`src/rtl/alu16.sv`:
```
// ---------------------------------------------------------------------------
// alu16 : registered 16-bit integer ALU for the RISC16 datapath.
//
// Computes one of eight unsigned operations on a/b when in_valid is sampled
// high, and registers result, zero and carry with one cycle of latency.
//
// Ports
//   clk          in   rising-edge clock
//   rst_n        in   asynchronous active-low reset
//   a            in   operand A                              [WIDTH]
//   b            in   operand B / shift amount               [WIDTH]
//   alu_control  in   operation select                       [3]
//   in_valid     in   operands valid, sampled on rising clk
//   result       out  registered operation result            [WIDTH]
//   zero         out  registered flag, result == 0
//   carry        out  registered carry-out (ADD) / borrow (SUB), else 0
//   out_valid    out  one-cycle pulse when outputs hold a new value
// ---------------------------------------------------------------------------
module alu16 #(
   parameter int unsigned WIDTH = 16
) (
   input  logic             clk,
   input  logic             rst_n,
   input  logic [WIDTH-1:0] a,
   input  logic [WIDTH-1:0] b,
   input  logic [2:0]       alu_control,
   input  logic             in_valid,
   output logic [WIDTH-1:0] result,
   output logic             zero,
   output logic             carry,
   output logic             out_valid
);

   localparam int unsigned SHW = (WIDTH > 1) ? $clog2(WIDTH) : 1;

   localparam logic [2:0] OP_ADD = 3'b000;
   localparam logic [2:0] OP_SUB = 3'b001;
   localparam logic [2:0] OP_NOT = 3'b010;
   localparam logic [2:0] OP_SHL = 3'b011;
   localparam logic [2:0] OP_SHR = 3'b100;
   localparam logic [2:0] OP_AND = 3'b101;
   localparam logic [2:0] OP_OR  = 3'b110;
   localparam logic [2:0] OP_CMP = 3'b111;

   // Extended adder/subtractor; the extra MSB is carry-out or borrow.
   logic [WIDTH:0]     w_sum;
   logic [WIDTH:0]     w_diff;
   logic               w_borrow;
   logic               w_shift_oob;
   logic [SHW-1:0]     w_shamt;
   logic [WIDTH-1:0]   w_shl;
   logic [WIDTH-1:0]   w_shr;
   logic [WIDTH-1:0]   w_result;
   logic               w_carry;
   logic               w_zero;

   logic [WIDTH-1:0]   r_result;
   logic               r_zero;
   logic               r_carry;
   logic               r_out_valid;

   assign w_sum    = {1'b0, a} + {1'b0, b};
   assign w_diff   = {1'b0, a} - {1'b0, b};
   // Borrow out of the extended subtraction is exactly the unsigned a < b.
   assign w_borrow = w_diff[WIDTH];

   // Shift amounts of WIDTH or more flush the operand to zero.
   assign w_shift_oob = (b >= WIDTH'(WIDTH));
   assign w_shamt     = b[SHW-1:0];
   assign w_shl       = w_shift_oob ? '0 : (a << w_shamt);
   assign w_shr       = w_shift_oob ? '0 : (a >> w_shamt);

   // Operation select.
   always_comb begin
      w_result = '0;
      w_carry  = 1'b0;
      case (alu_control)
         OP_ADD: begin
            w_result = w_sum[WIDTH-1:0];
            w_carry  = w_sum[WIDTH];
         end
         OP_SUB: begin
            w_result = w_diff[WIDTH-1:0];
            w_carry  = w_borrow;
         end
         OP_NOT: w_result = ~a;
         OP_SHL: w_result = w_shl;
         OP_SHR: w_result = w_shr;
         OP_AND: w_result = a & b;
         OP_OR:  w_result = a | b;
         OP_CMP: w_result = {{(WIDTH-1){1'b0}}, w_borrow};
         default: begin
            w_result = '0;
            w_carry  = 1'b0;
         end
      endcase
   end

   // Zero flag derives from the next result so it never lags it.
   assign w_zero = (w_result == '0);

   // Output registers; outputs hold when no operands are presented.
   always_ff @(posedge clk or negedge rst_n) begin
      if (!rst_n) begin
         r_result    <= '0;
         r_zero      <= 1'b1;
         r_carry     <= 1'b0;
         r_out_valid <= 1'b0;
      end else begin
         r_out_valid <= in_valid;
         if (in_valid) begin
            r_result <= w_result;
            r_zero   <= w_zero;
            r_carry  <= w_carry;
         end
      end
   end

   assign result    = r_result;
   assign zero      = r_zero;
   assign carry     = r_carry;
   assign out_valid = r_out_valid;

endmodule

```
`config.mk`:
```
export PLATFORM = sky130hd
export DESIGN_NAME = alu16
export DESIGN_NICKNAME = d
export VERILOG_FILES = /design/src/rtl/alu16.sv
export SDC_FILE = /design/constraint.sdc
export NUM_CORES = 1
export LEC_CHECK = 0
export ABC_AREA = 0
export CAP_MARGIN = 20
export CORE_ASPECT_RATIO = 1.25
export CORE_MARGIN = 2
export CORE_UTILIZATION = 30
export CTS_CLUSTER_SIZE = 24
export DETAILED_ROUTE_END_ITERATION = 10
export SETUP_SLACK_MARGIN = 0.1
export SYNTH_ARGS = -nofsm -noshare
export SYNTH_HDL_FRONTEND = slang
export SYNTH_SLANG_ARGS = --single-unit
export TNS_END_PERCENT = 20
```
`constraint.sdc`:
```
create_clock -name clk -period 1 [get_ports clk]
set_input_delay 0.1 -clock clk [delete_from_list [all_inputs] [get_ports clk]]
set_output_delay 0.1 -clock clk [all_outputs]
set_load 0.05 [all_outputs]
```
# Word-level counts from Yosys, hierarchy flattened
# Index checks and enable logic that the tools add are counted.
[totals]
mem_bits_rw = 0
regBits = 19
latchBits = 0
word_cells = 25
mem_count = 0
mem_bits_ro = 0
inputBits = 38
[classes]
div_mod_pow = 0
n_bitwise = 3
shift = 2
eq_ne = 7
muxes = 4
n_addsub = 2
magnitude_cmp = 1
mul = 0
reduce_logical = 2
[ops]
columns = ["operator", "count"]
rows = [
  ["$pmux W16 S8", 1],
  ["$mux W16", 2],
  ["$add A16 B16 Y17", 1],
  ["$sub A16 B16 Y17", 1],
  ["$and A16 B16 Y16", 1],
  ["$ge A16 B5 Y1 const B", 1],
  ["$logic_not A16 Y1", 1],
  ["$not A16 Y16", 1],
  ["$or A16 B16 Y16", 1],
  ["$shl A16 B4 Y16", 1],
  ["$shr A16 B4 Y16", 1],
  ["$eq A3 B3 Y1 const B", 4],
  ["$eq A3 B2 Y1 const B", 2],
  ["$eq A3 B1 Y1 const B", 1],
  ["$logic_not A3 Y1", 1],
  ["$pmux W1 S2", 1],
]

# Longest topological paths before layout
# Gate-level depths: netlist of run 1.
[depth]
ltp_word = 4
depth_mapped = 14
mapped_depth_nobuf = 12

# Worst setup path after synthesis of run 1
# No wires, ideal clock.
[synth_timing]
kind = "input to register"
start = "input b[2]"
end = "register r_zero (netlist: zero)"
t_required_ps = 938
slack_ps = -1973
cell_stages = 14
arrival_time_ps = 2912
setup_time_ps = 62
n_path_buf = 3
cell_sequence = "buf_2 > inv_2 > buf_1 > ha_1 > clkbuf_1 > o21ba_1 > a211oi_1 > o22ai_1 > nand2_1 > mux2_1 > nor4_1 > nand4_1 > nor4_1 > a41o_1"
[synth_between]
elab_chain_len = 4
[synth_rtl]
columns = ["item", "line", "rtl"]
rows = [
  ["from (decl)", "25", "input logic [WIDTH-1:0] b,"],
  ["$ge A16 B5 Y1, or another cell as far along", "68", "assign w_shift_oob = (b >= WIDTH'(WIDTH));"],
  ["$mux W16, on equally long branches", "71, 70", ""],
  ["$pmux W16 S8 (*)", "77", "case (alu_control)"],
  ["$logic_not A16 Y1 (*)", "100", "assign w_zero = (w_result == '0);"],
  ["to (signal assigned)", "113", "r_zero <= w_zero;"],
  ["to (decl)", "58", "logic r_zero;"],
]
# Mark *: on every way between the ends. The rest lies on a longest branch, timed or not.
# A chain may end at the register's enable or synchronous reset.

# Final worst setup path of run 1
[layout_timing]
start = "input a[8]"
end = "register r_zero (netlist: zero)"
[layout_between]
elab_chain_len = 4
[layout_rtl]
columns = ["item", "line", "rtl"]
rows = [
  ["from (decl)", "24", "input logic [WIDTH-1:0] a,"],
  ["branches (longest 2 deep; another with $sub A16 B16 Y17)", "n/a", ""],
  ["$pmux W16 S8 (*)", "77", ""],
  ["$logic_not A16 Y1 (*)", "100", ""],
]
# Mark *: on every way between the ends.

==> results.md, run 1 <==
* Status: complete, but fails checks
* Failing checks: negative setup slack
* Height of the die at 144 um
* Post-Place Worst Slack at -2.27 ns
* Netlist cell types at 75
* Detailed-route via count at approximately 6200
* Worst R2R Path Depth at 2
* All-Layer GR Usage at 0.266
* First drt pass iteration count at 5
* Fin Clk Skew at 0 ns
* Peak supply drop at between 0.5 and 0.6 mV
* Buffers added on ports at between 50 and 60
* Clock Latency Late Sink at between 0.2 and 0.3 ns
* Avg Cell Area, Syn at roughly 7.5 um2
* Dpl cells at between 1000 and 1500
* Primary FF master, synth: dfrtp_1
* Max-cap violation count at 0
* Hold Buf Count CTS at 0
* Clock-pin slew on the worst setup and hold paths at 0.05 ns
* Logic pwr share at 0.729
* P_sw at between 2 and 3 mW
* P per Cell Area at 764 nW/um2
* Cells after synthesis at 626
* FFs w/ async S/R, synth at 1.00
* Actual slew at the worst max-slew pin at a little over 0.4 ns
* Worst path arrival time at between 2 and 3 ns
* Crit share post-route at 2.43
* Clock power share at 0.124
* Critical path type: in2reg
* Core area at between 15000 and 20000 um2
* Final setup TNS at -19.40 ns
* Max Slew Vio Count at 0
* Post-synth EDFFs at 0
* Endpoint type of the worst setup path: flip-flop
* First-pass GRT wire length at between 30000 and 40000 um
* WP data required at ~1.2 ns
* Met2 routed WL at 10300 um
* Synthesized area at approximately 4700 um2
* Worst Path Buf+Inv at 3
* Die width at 116 um
* Share of layout cells above drive strength 1 at 0.535
* Reg-to-Reg End: zero
* Leading post-synthesis cells by cell area: ha_1, dfrtp_1, mux4_2, nor2_1, a21oi_1
* Setup WS post-layout at -1.43 ns
* ANT cells at 0
* Seq cells post-synth at 19
* Number of antenna violations at the first check in global routing at 0
* Leakage power at about 3.8 nW
* Largest area contributor in the netlist: ha_1
* CTS tree: yes
* Wire length per cell at between 15 and 20 um
* Top Ports at between 50 and 60
* Slowest stage delay, CP at 0.36 ns
* DRT iter0 DRCs at around 500
* Detail Route met3 WL at 1070 um
* Remaining global-route overflow at 0
* CP cell instances: buf_2 -> buf_4 -> buf_4 -> ha_1 -> a21oi_1 -> o211ai_1 -> nand2b_1 -> a221oi_2 -> mux2i_1 -> a221o_1 -> nor4_2 -> a41o_1
* Most Frequent Cell on Critical Path: buf_4
* Worst rel slew slack at 0.728
* # H-tree levels at 1
* Cell Int Power at 3.81 mW
* Final net count at 1000
* Root buf cell: clkbuf_16
* DR vias/cell at approximately 5.5
* Worst r2r src: zero
* Worst Setup EP: zero
* Pin count of the biggest net entering global routing at 23
* Worst reg-to-reg setup slack at between 0.1 and 0.15 ns
* Drt drc at 0
* Vias in the first global route at 6182
* Min Tclk post-route at around 2.4 ns
* Final Setup Violations at 19
* Row count at around 50
* Sequential share of the synthesized area at 0.102
* CTS sink cnt at 19
* Sw Ratio at 0.421
* Post-synth top area share at 0.131
* Crit. Startpoint: a[8]
* Syn-to-layout area delta at 84.3%
* Crit path max-delay family: compound AO/OA/AOI/OAI gates
* Metal-1 WL at about 8600 um
* Total wire length at between 20000 and 25000 um
* Hold Crit Class: in2async
* Crit path max fanout at 6
* Gpl congestion at just over 1
* Dpl hpwl at between 15000 and 20000 um
* Fmax at about 400 MHz
* Crit. path cell count at 12
* Sequential share of power at 0.147
* Crit-path slowest cell: a221o_1
* Post-Syn Nets at ~720
* Die area at 16600 um2
* Routed Antenna Nets at 0
* Non-filler instance count after layout at 1122
* Maximum clock path buffer count at 2
* Total CTS buffers at 3
* Final hold vios at 0
* Initial Utilization at 0.303
* Synth warn at 0
* RSZ-0062 raised after global routing: true
* Highest metal used: met4
* Startpoint types: primary input
==> cell usage after synthesis (7+ instances only) <==
cell,n
nand3_1,19
o21ai_1,17
nand2_1,48
buf_2,9
o211ai_1,10
nor4_1,8
o22ai_1,11
ha_1,49
a211oi_1,15
inv_1,40
mux2_2,10
mux4_2,17
clkbuf_1,30
dfrtp_1,18
inv_2,8
nor2_1,72
a21o_1,7
mux2i_1,19
nor3_1,14
nor2b_1,8
o21ai_0,23
a21oi_1,38
==> through the flow <==
stage / util / power, mW / hold slack (ns) / area (um2)
finish: 0.558 / 6.58 / 0.0737 / 8620
CTS: 0.548 / 6.43 / 0.0772 / 8460
global placement: 0.479 / 5.02 / 0.336 / 7400
floorplan: - / 2.97 / -0.196 / 4850
global route: 0.558 / 6.90 / 0.0780 / 8620
detailed placement: 0.479 / 5.04 / 0.333 / 7400
==> placed cells by master (no fill, tap or decap), types with 6 or more instances in the layout <==
master / instances
a211oi_1: 6
a211oi_2: 7
a21o_1: 7
a21oi_1: 27
a21oi_2: 8
buf_12: 24
buf_4: 247
buf_6: 24
clkdlybuf4s50_1: 6
dfrtp_1: 18
dlygate4sd2_1: 6
ha_1: 24
ha_4: 23
inv_1: 20
inv_2: 17
inv_4: 7
mux2_2: 7
mux2i_1: 18
mux4_2: 17
nand2_1: 48
nand3_1: 15
nor2_1: 65
nor3_1: 11
nor4_2: 6
o211ai_1: 10
o21ai_0: 20
o21ai_1: 17
o22ai_1: 8
xnor2_1: 6
==> sequential cells by signal (all words and copies together), names as in the netlist <==
name       cells
carry          1
out_valid      1
result        16
zero           1
==> power by group through the flow <==
stage | combinational, mW | sequential, mW | clock, mW
after global placement | 4.04 | 0.980 | 0
after floorplan | 1.71 | 1.26 | 0
final | 4.80 | 0.971 | 0.814
after detailed placement | 4.06 | 0.986 | 0
after CTS | 4.63 | 0.974 | 0.823
after global routing | 5.07 | 0.985 | 0.850
==> worst register-to-register path, cell delays in order, from the launching register on <==
cell and delay [ns]:
dfstp_2 0.56, nor2b_1 0.15, a41o_1 0.11
==> cells by family after synthesis <==
group,Yosys count,share of synthesized area
AOI/OAI and AO/OA,191,0.280
DFF,19,0.102
adders and majority gates,51,0.140
xor gates and xnor gates,10,0.0187
and+or+nand+nor,210,0.220
buffers and inverters,94,0.0811
muxes,51,0.159
==> area by class of cell <==
class / instances / area [um2]
Tap cell: 212 / 265
Multi-Input combinational cell: 513 / 4650
Sequential cell: 19 / 477
Inverter: 48 / 220
Fill cell: 1391 / 6820
Clock buffer: 4 / 78.8
Timing Repair Buffer: 326 / 2930
==> worst min path at each step <==
stage	slack, ns	cells past startpoint	endpoint
floorplan	-0.20	0	carry
global placement	0.34	1	result[15]
detailed placement	0.33	1	result[15]
CTS	0.08	1	result[15]
global route	0.08	1	result[15]
finish	0.07	1	result[15]
==> timing repair <==
item | in CTS | in global routing
pin swaps | 66 | 25
resized for setup | 265 | 37
endpoints found under the setup margin | 36 | 36
endpoints found under the hold margin | 0 | 0
cloned | 1 | 0
setup buffers | 27 | 11
==> metal layers <==
layer	GRT usage	up-vias
met5	0	-
met2	0.449	267
met3	0.0169	91
met1	0.317	2915
met4	0.189	0
li1	-	2896
Power figures use the tool's default switching activity.
==> inputs of run 2 (changes only) <==
CAP_MARGIN = 30   (was 20)
CORE_MARGIN = unset   (was 2)
==> results.md, run 2 (synthesis results as in run 1) <==
* Non-filler instance count after layout at 1128 (+0.53%)
* Max Slew Vio Count at 0 (unchanged)
* CTS sink cnt at 19 (unchanged)
* Commonest non-fill, non-tap cell in the layout: buf_4
* RSZ-0062 raised after global routing: true
* Pin count of the biggest net entering global routing at 31 (+35%)
* Critical path type: in2reg
* Post-Place Worst Slack at -2.42 ns (-0.150 ns)
* Worst reg-to-reg setup slack at 0.11 ns (about the same)
* Slowest stage delay, CP at 0.38 ns (+0.02 ns)
* Maximum clock path buffer count at 2 (unchanged)
* Fmax at 387 MHz (-5.9%)
* Peak supply drop at 0.577 mV (+7.6%)
* Clock-pin slew on the worst setup and hold paths at 0.05 ns (about the same)
* Number of antenna violations at the first check in global routing at 0 (unchanged)
* Core area at 15100 um2 (-2.4%)
* First-pass GRT wire length at 34900 um (+2.6%)
* Crit-path slowest cell: a221oi_2
* Final net count at 1010 (+1.0%)
* Height of the die at 142 um (-1.4%)
* Endpoint type of the worst setup path: flip-flop
* Die area at 16100 um2 (-3.1%)
* Startpoint types: primary input
* Gpl congestion at 0.997 (-2.1%)
* Remaining global-route overflow at 0 (unchanged)
* Final Setup Violations at 19 (unchanged)
* Dpl cells at 1075 (-1.1%)
* First drt pass iteration count at 5 (unchanged)
* Total wire length at 23500 um (+7.2%)
* Die width at 114 um (-1.7%)
* DR vias/cell at 5.70 (+3.7%)
* Most frequent cells in the layout: buf_4, nor2_1, nand2_1
* Setup WS post-layout at -1.59 ns (-0.153 ns)
* Status: complete, but fails checks
* DRT iter0 DRCs at 548 (+10%)
* Worst path arrival time at 2.72 ns (+0.09 ns)
* Syn-to-layout area delta at 88.7%
* Failing checks: negative setup slack
* CP cell instances: buf_8 -> inv_4 -> ha_4 -> nor4_4 -> nor4b_4 -> a21boi_4 -> o21ai_2 -> a221oi_2 -> mux2i_1 -> a221o_1 -> buf_4 -> mux2_4
* Crit path max fanout at 3 (-3)
* Detailed-route via count at 6434 (+4.3%)
* Clock Latency Late Sink at 0.25 ns (about the same)
* CTS tree: yes
* Worst rel slew slack at 0.607 (-0.121)
* Max-cap violation count at 0 (unchanged)
* WP data required at 1.14 ns (-0.05 ns)
* ANT cells at 0 (unchanged)
* Share of layout cells above drive strength 1 at 0.546 (+0.0105)
* Buffers added on ports at 56 (unchanged)
* Leakage power at 3.84 nW (+1.8%)
* Dpl hpwl at 18000 um (+2.6%)
* # H-tree levels at 1 (unchanged)
* Hold Crit Class: in2async
* Vias in the first global route at 6303 (+2.0%)
* Crit share post-route at 2.59 (+0.153)
* All-Layer GR Usage at 0.283 (+0.0179)
* Root buf cell: clkbuf_16
* Total CTS buffers at 3 (unchanged)
* Final hold vios at 0 (unchanged)
* Routed Antenna Nets at 0 (unchanged)
* Min Tclk post-route at 2.59 ns (+0.153 ns)
* Fin Clk Skew at 0 ns (unchanged)
* Initial Utilization at 0.310 (+0.00734)
* Worst R2R Path Depth at 2 (unchanged)
* Worst r2r src: zero
* Reg-to-Reg End: zero
* Max reg flops at 16 (unchanged)
* P per Cell Area at 783 nW/um2 (+2.5%)
* Row count at 50 (-2.0%)
* Drt drc at 0 (unchanged)
* Top Ports at 57 (unchanged)
* Actual slew at the worst max-slew pin at 0.582 ns (+0.180 ns)
* Wire length per cell at 20.8 um (+6.7%)
[run 2: changes by cell type in the layout (fill, tap and decap cells not counted), sizes merged, moves of 2 or more]
cell           delta
dlygate4sd2       -2
buf              +17
dlymetal6s2s      +2
clkdlybuf4s15     -5
[run 2: timing repair]
item	CTS	global route
pin swaps	45	50
cloned	0	0
setup endpoints to repair	37	37
resized for setup	250	101
buffers inserted	34	18
hold buffers	0	0
hold endpoints to repair	0	0
[run 2: worst max path at each step]
| stage | endpoint | slack [ns] | from | cells after the start |
|---|---|---|---|---|
| 2_1_floorplan | zero | -1.44 | b[2] | 14 |
| 3_3_place_gp | zero | -2.43 | a[11] | 12 |
| 3_5_place_dp | zero | -2.42 | a[11] | 12 |
| 4_1_cts | zero | -1.60 | a[9] | 12 |
| 5_1_grt | result[15] | -1.64 | a[8] | 12 |
| 6_report | result[15] | -1.59 | a[8] | 12 |
[run 2: layout make-up]
| type | count | area, um2 |
|---|---|---|
| multi-input cells | 513 | 4760 |
| repair buffers | 336 | 3020 |
| clock buffers | 3 | 75.1 |
| fillers | 1284 | 6250 |
| inverters | 48 | 235 |
| clock inverters | 1 | 5.00 |
| well taps | 208 | 260 |
| flip-flops and latches | 19 | 477 |
[run 2: where the power goes]
| part | internal, mW | switching (mW) |
|---|---|---|
| Combinational | 2.57 | 2.57 |
| Clock | 0.535 | 0.274 |
| Sequential | 0.865 | 0.106 |
| Total | 3.97 | 2.95 |
[run 2: per-stage QoR]
step	cell area, um2	utilization	hold slack (ns)	total power [mW]	setup TNS, ns
final	8830	0.585	0.194	6.91	-20.49
after global routing	8830	0.585	0.214	7.21	-21.71
after CTS	8280	0.549	0.208	6.42	-21.75
after detailed placement	7370	0.489	0.467	5.10	-34.48
after global placement	7370	0.489	0.458	5.06	-34.02
after floorplan	4850	-	-0.196	2.97	-18.92
[run 2: per-layer routing]
layer / part of all wire / GRT usage / routed length, um
met1: 0.37 / 0.324 / 8750
met2: 0.49 / 0.485 / 11500
met3: 0.046 / 0.0171 / 1080
met4: 0.092 / 0.236 / 2160
met5: 0 / 0 / 0
[run 2: critical path: cells and delay by family]
family | cells | cell delay [ns]
buffers and inverters | 3 | 0.32
AND/OR/NAND/NOR | 2 | 0.61
AO/OA/AOI/OAI | 4 | 1.12
multiplexers | 2 | 0.38
adder cells (fa/ha/maj) | 1 | 0.20
==> inputs of run 3 (changes only) <==
clock period = 2.2 ns   (was 1 ns; I/O delays follow)
==> results.md, run 3 (synthesis results as in run 1) <==
* Status: complete, but fails checks
* Failing checks: negative setup slack
* Fmax at 380 MHz
* Gpl congestion at 0.994 (-0.34%)
* Crit share post-route at 1.20
* Dpl hpwl at 18400 um (+1.8%)
* Detailed-route via count at 6216 (-3.4%)
* P per Cell Area at 351 nW/um2 (-55%)
* Commonest non-fill, non-tap cell in the layout: buf_4
* Core area at 15100 um2 (unchanged)
* Vias in the first global route at 6408 (+1.7%)
* Leakage power at 3.60 nW (-6.3%)
* CTS tree: yes
* Actual slew at the worst max-slew pin at 0.792 ns (+0.210 ns)
* Height of the die at 142 um (unchanged)
* Number of antenna violations at the first check in global routing at 0 (unchanged)
* Reg-to-Reg End: zero
* DR vias/cell at 5.56 (-2.5%)
* Final net count at 1000 (-0.99%)
* Remaining global-route overflow at 0 (unchanged)
* Die area at 16100 um2 (unchanged)
* Worst rel slew slack at 0.470 (-0.136)
* CTS sink cnt at 19 (unchanged)
* Hold Crit Class: in2async
* Root buf cell: clkbuf_16
* Buffers added on ports at 56 (unchanged)
* Worst reg-to-reg setup slack at 1.34 ns (+1.23 ns)
* Syn-to-layout area delta at 74.3%
* WP data required at 2.39 ns (+1.25 ns)
* RSZ-0062 raised after global routing: true
* Top Ports at 57 (unchanged)
* Routed Antenna Nets at 0 (unchanged)
* Wire length per cell at 20.3 um (-2.4%)
* Non-filler instance count after layout at 1118 (-0.89%)
* # H-tree levels at 1 (unchanged)
* Clock-pin slew on the worst setup and hold paths at 0.05 ns (about the same)
* Min Tclk post-route at 2.63 ns
* First drt pass iteration count at 5 (unchanged)
* Max-cap violation count at 0 (unchanged)
* Clock Latency Late Sink at 0.25 ns (about the same)
* ANT cells at 0 (unchanged)
* DRT iter0 DRCs at 475 (-13%)
* Final hold vios at 0 (unchanged)
* Endpoint type of the worst setup path: flip-flop
* Worst path arrival time at 2.82 ns (+0.10 ns)
* Final setup TNS at -2.57 ns (+17.92 ns)
* Maximum clock path buffer count at 2 (unchanged)
* Drt drc at 0 (unchanged)
* Most frequent cells in the layout: buf_4, nor2_1, nand2_1
* Post-Place Worst Slack at -1.28 ns (+1.14 ns)
* Dpl cells at 1076 (+0.093%)
* Fin Clk Skew at 0 ns (unchanged)
* Worst R2R Path Depth at 2 (unchanged)
* Worst r2r src: zero
* Startpoint types: primary input
* Pin count of the biggest net entering global routing at 27 (-13%)
* Max Slew Vio Count at 0 (unchanged)
* Max reg flops at 16 (unchanged)
* Total wire length at 22700 um (-3.2%)
* Final Setup Violations at 14 (-5)
* Share of layout cells above drive strength 1 at 0.485 (-0.0610)
* Crit. Startpoint: a[7]
* Initial Utilization at 0.310 (unchanged)
* All-Layer GR Usage at 0.284 (+0.000391)
* Total CTS buffers at 3 (unchanged)
* Crit path max fanout at 5 (+2)
* Peak supply drop at 0.221 mV (-62%)
* Die width at 114 um (unchanged)
* Setup WS post-layout at -0.431 ns (+1.16 ns)
* Row count at 50 (unchanged)
* First-pass GRT wire length at 35100 um (+0.49%)
* Critical path type: in2reg
## run 3: critical path: stages
cell             delay (ns)
clkdlybuf4s15_2        0.25
buf_4                  0.16
buf_4                  0.15
ha_2                   0.23
nand3_1                0.13
o211ai_1               0.16
nand2b_4               0.19
a221oi_2               0.32
mux2i_1                0.14
a221o_1                0.36
nor4_2                 0.29
a41o_1                 0.21
## run 3: worst max-delay path by stage
stage                end  slack [ns]  cells after the start
floorplan           zero       -0.36                     14
global placement    zero       -1.25                     13
detailed placement  zero       -1.28                     14
CTS                 zero       -0.45                     13
global route        zero       -0.51                     12
finish              zero       -0.43                     12
## run 3: layer usage
layer | vias to the layer above | GRT usage | share of wire
met1 | 2953 | 0.324 | 0.38
met3 | 98 | 0.0103 | 0.042
met5 | - | 0 | 0
met4 | 0 | 0.190 | 0.081
met2 | 270 | 0.512 | 0.50
li1 | 2895 | - | -
## run 3: area by class of cell
class	count	area, um2
Fill cell	1416	6920
Multi-Input combinational cell	513	4450
Inverter	48	235
Timing Repair Buffer	326	2650
Clock buffer	4	78.8
Tap cell	208	260
Sequential cell	19	477
## run 3: report_power, final
| group | leakage [nW] | total, mW | internal (mW) | switching, mW |
|---|---|---|---|---|
| logic | 3.34 | 2.08 | 0.994 | 1.09 |
| clock network | 0.0382 | 0.364 | 0.246 | 0.118 |
| registers | 0.229 | 0.416 | 0.393 | 0.0227 |
| total | 3.60 | 2.86 | 1.63 | 1.23 |
## run 3: through the flow
| stage | utilization | instance area [um2] | power [mW] | hold slack [ns] |
|---|---|---|---|---|
| 6_report | 0.541 | 8150 | 2.86 | 0.435 |
| 5_1_grt | 0.541 | 8150 | 3.01 | 0.490 |
| 4_1_cts | 0.526 | 7930 | 2.77 | 0.465 |
| 3_5_place_dp | 0.474 | 7140 | 2.21 | 0.467 |
| 3_3_place_gp | 0.474 | 7140 | 2.19 | 0.466 |
| 2_1_floorplan | - | 4850 | 1.35 | -0.0756 |
## run 3: what timing repair did
action,in CTS,in global routing
pin swaps,44,24
hold buffers,0,0
setup endpoints to repair,18,18
setup buffers,30,8
gates cloned,0,0
gates resized for setup,211,47
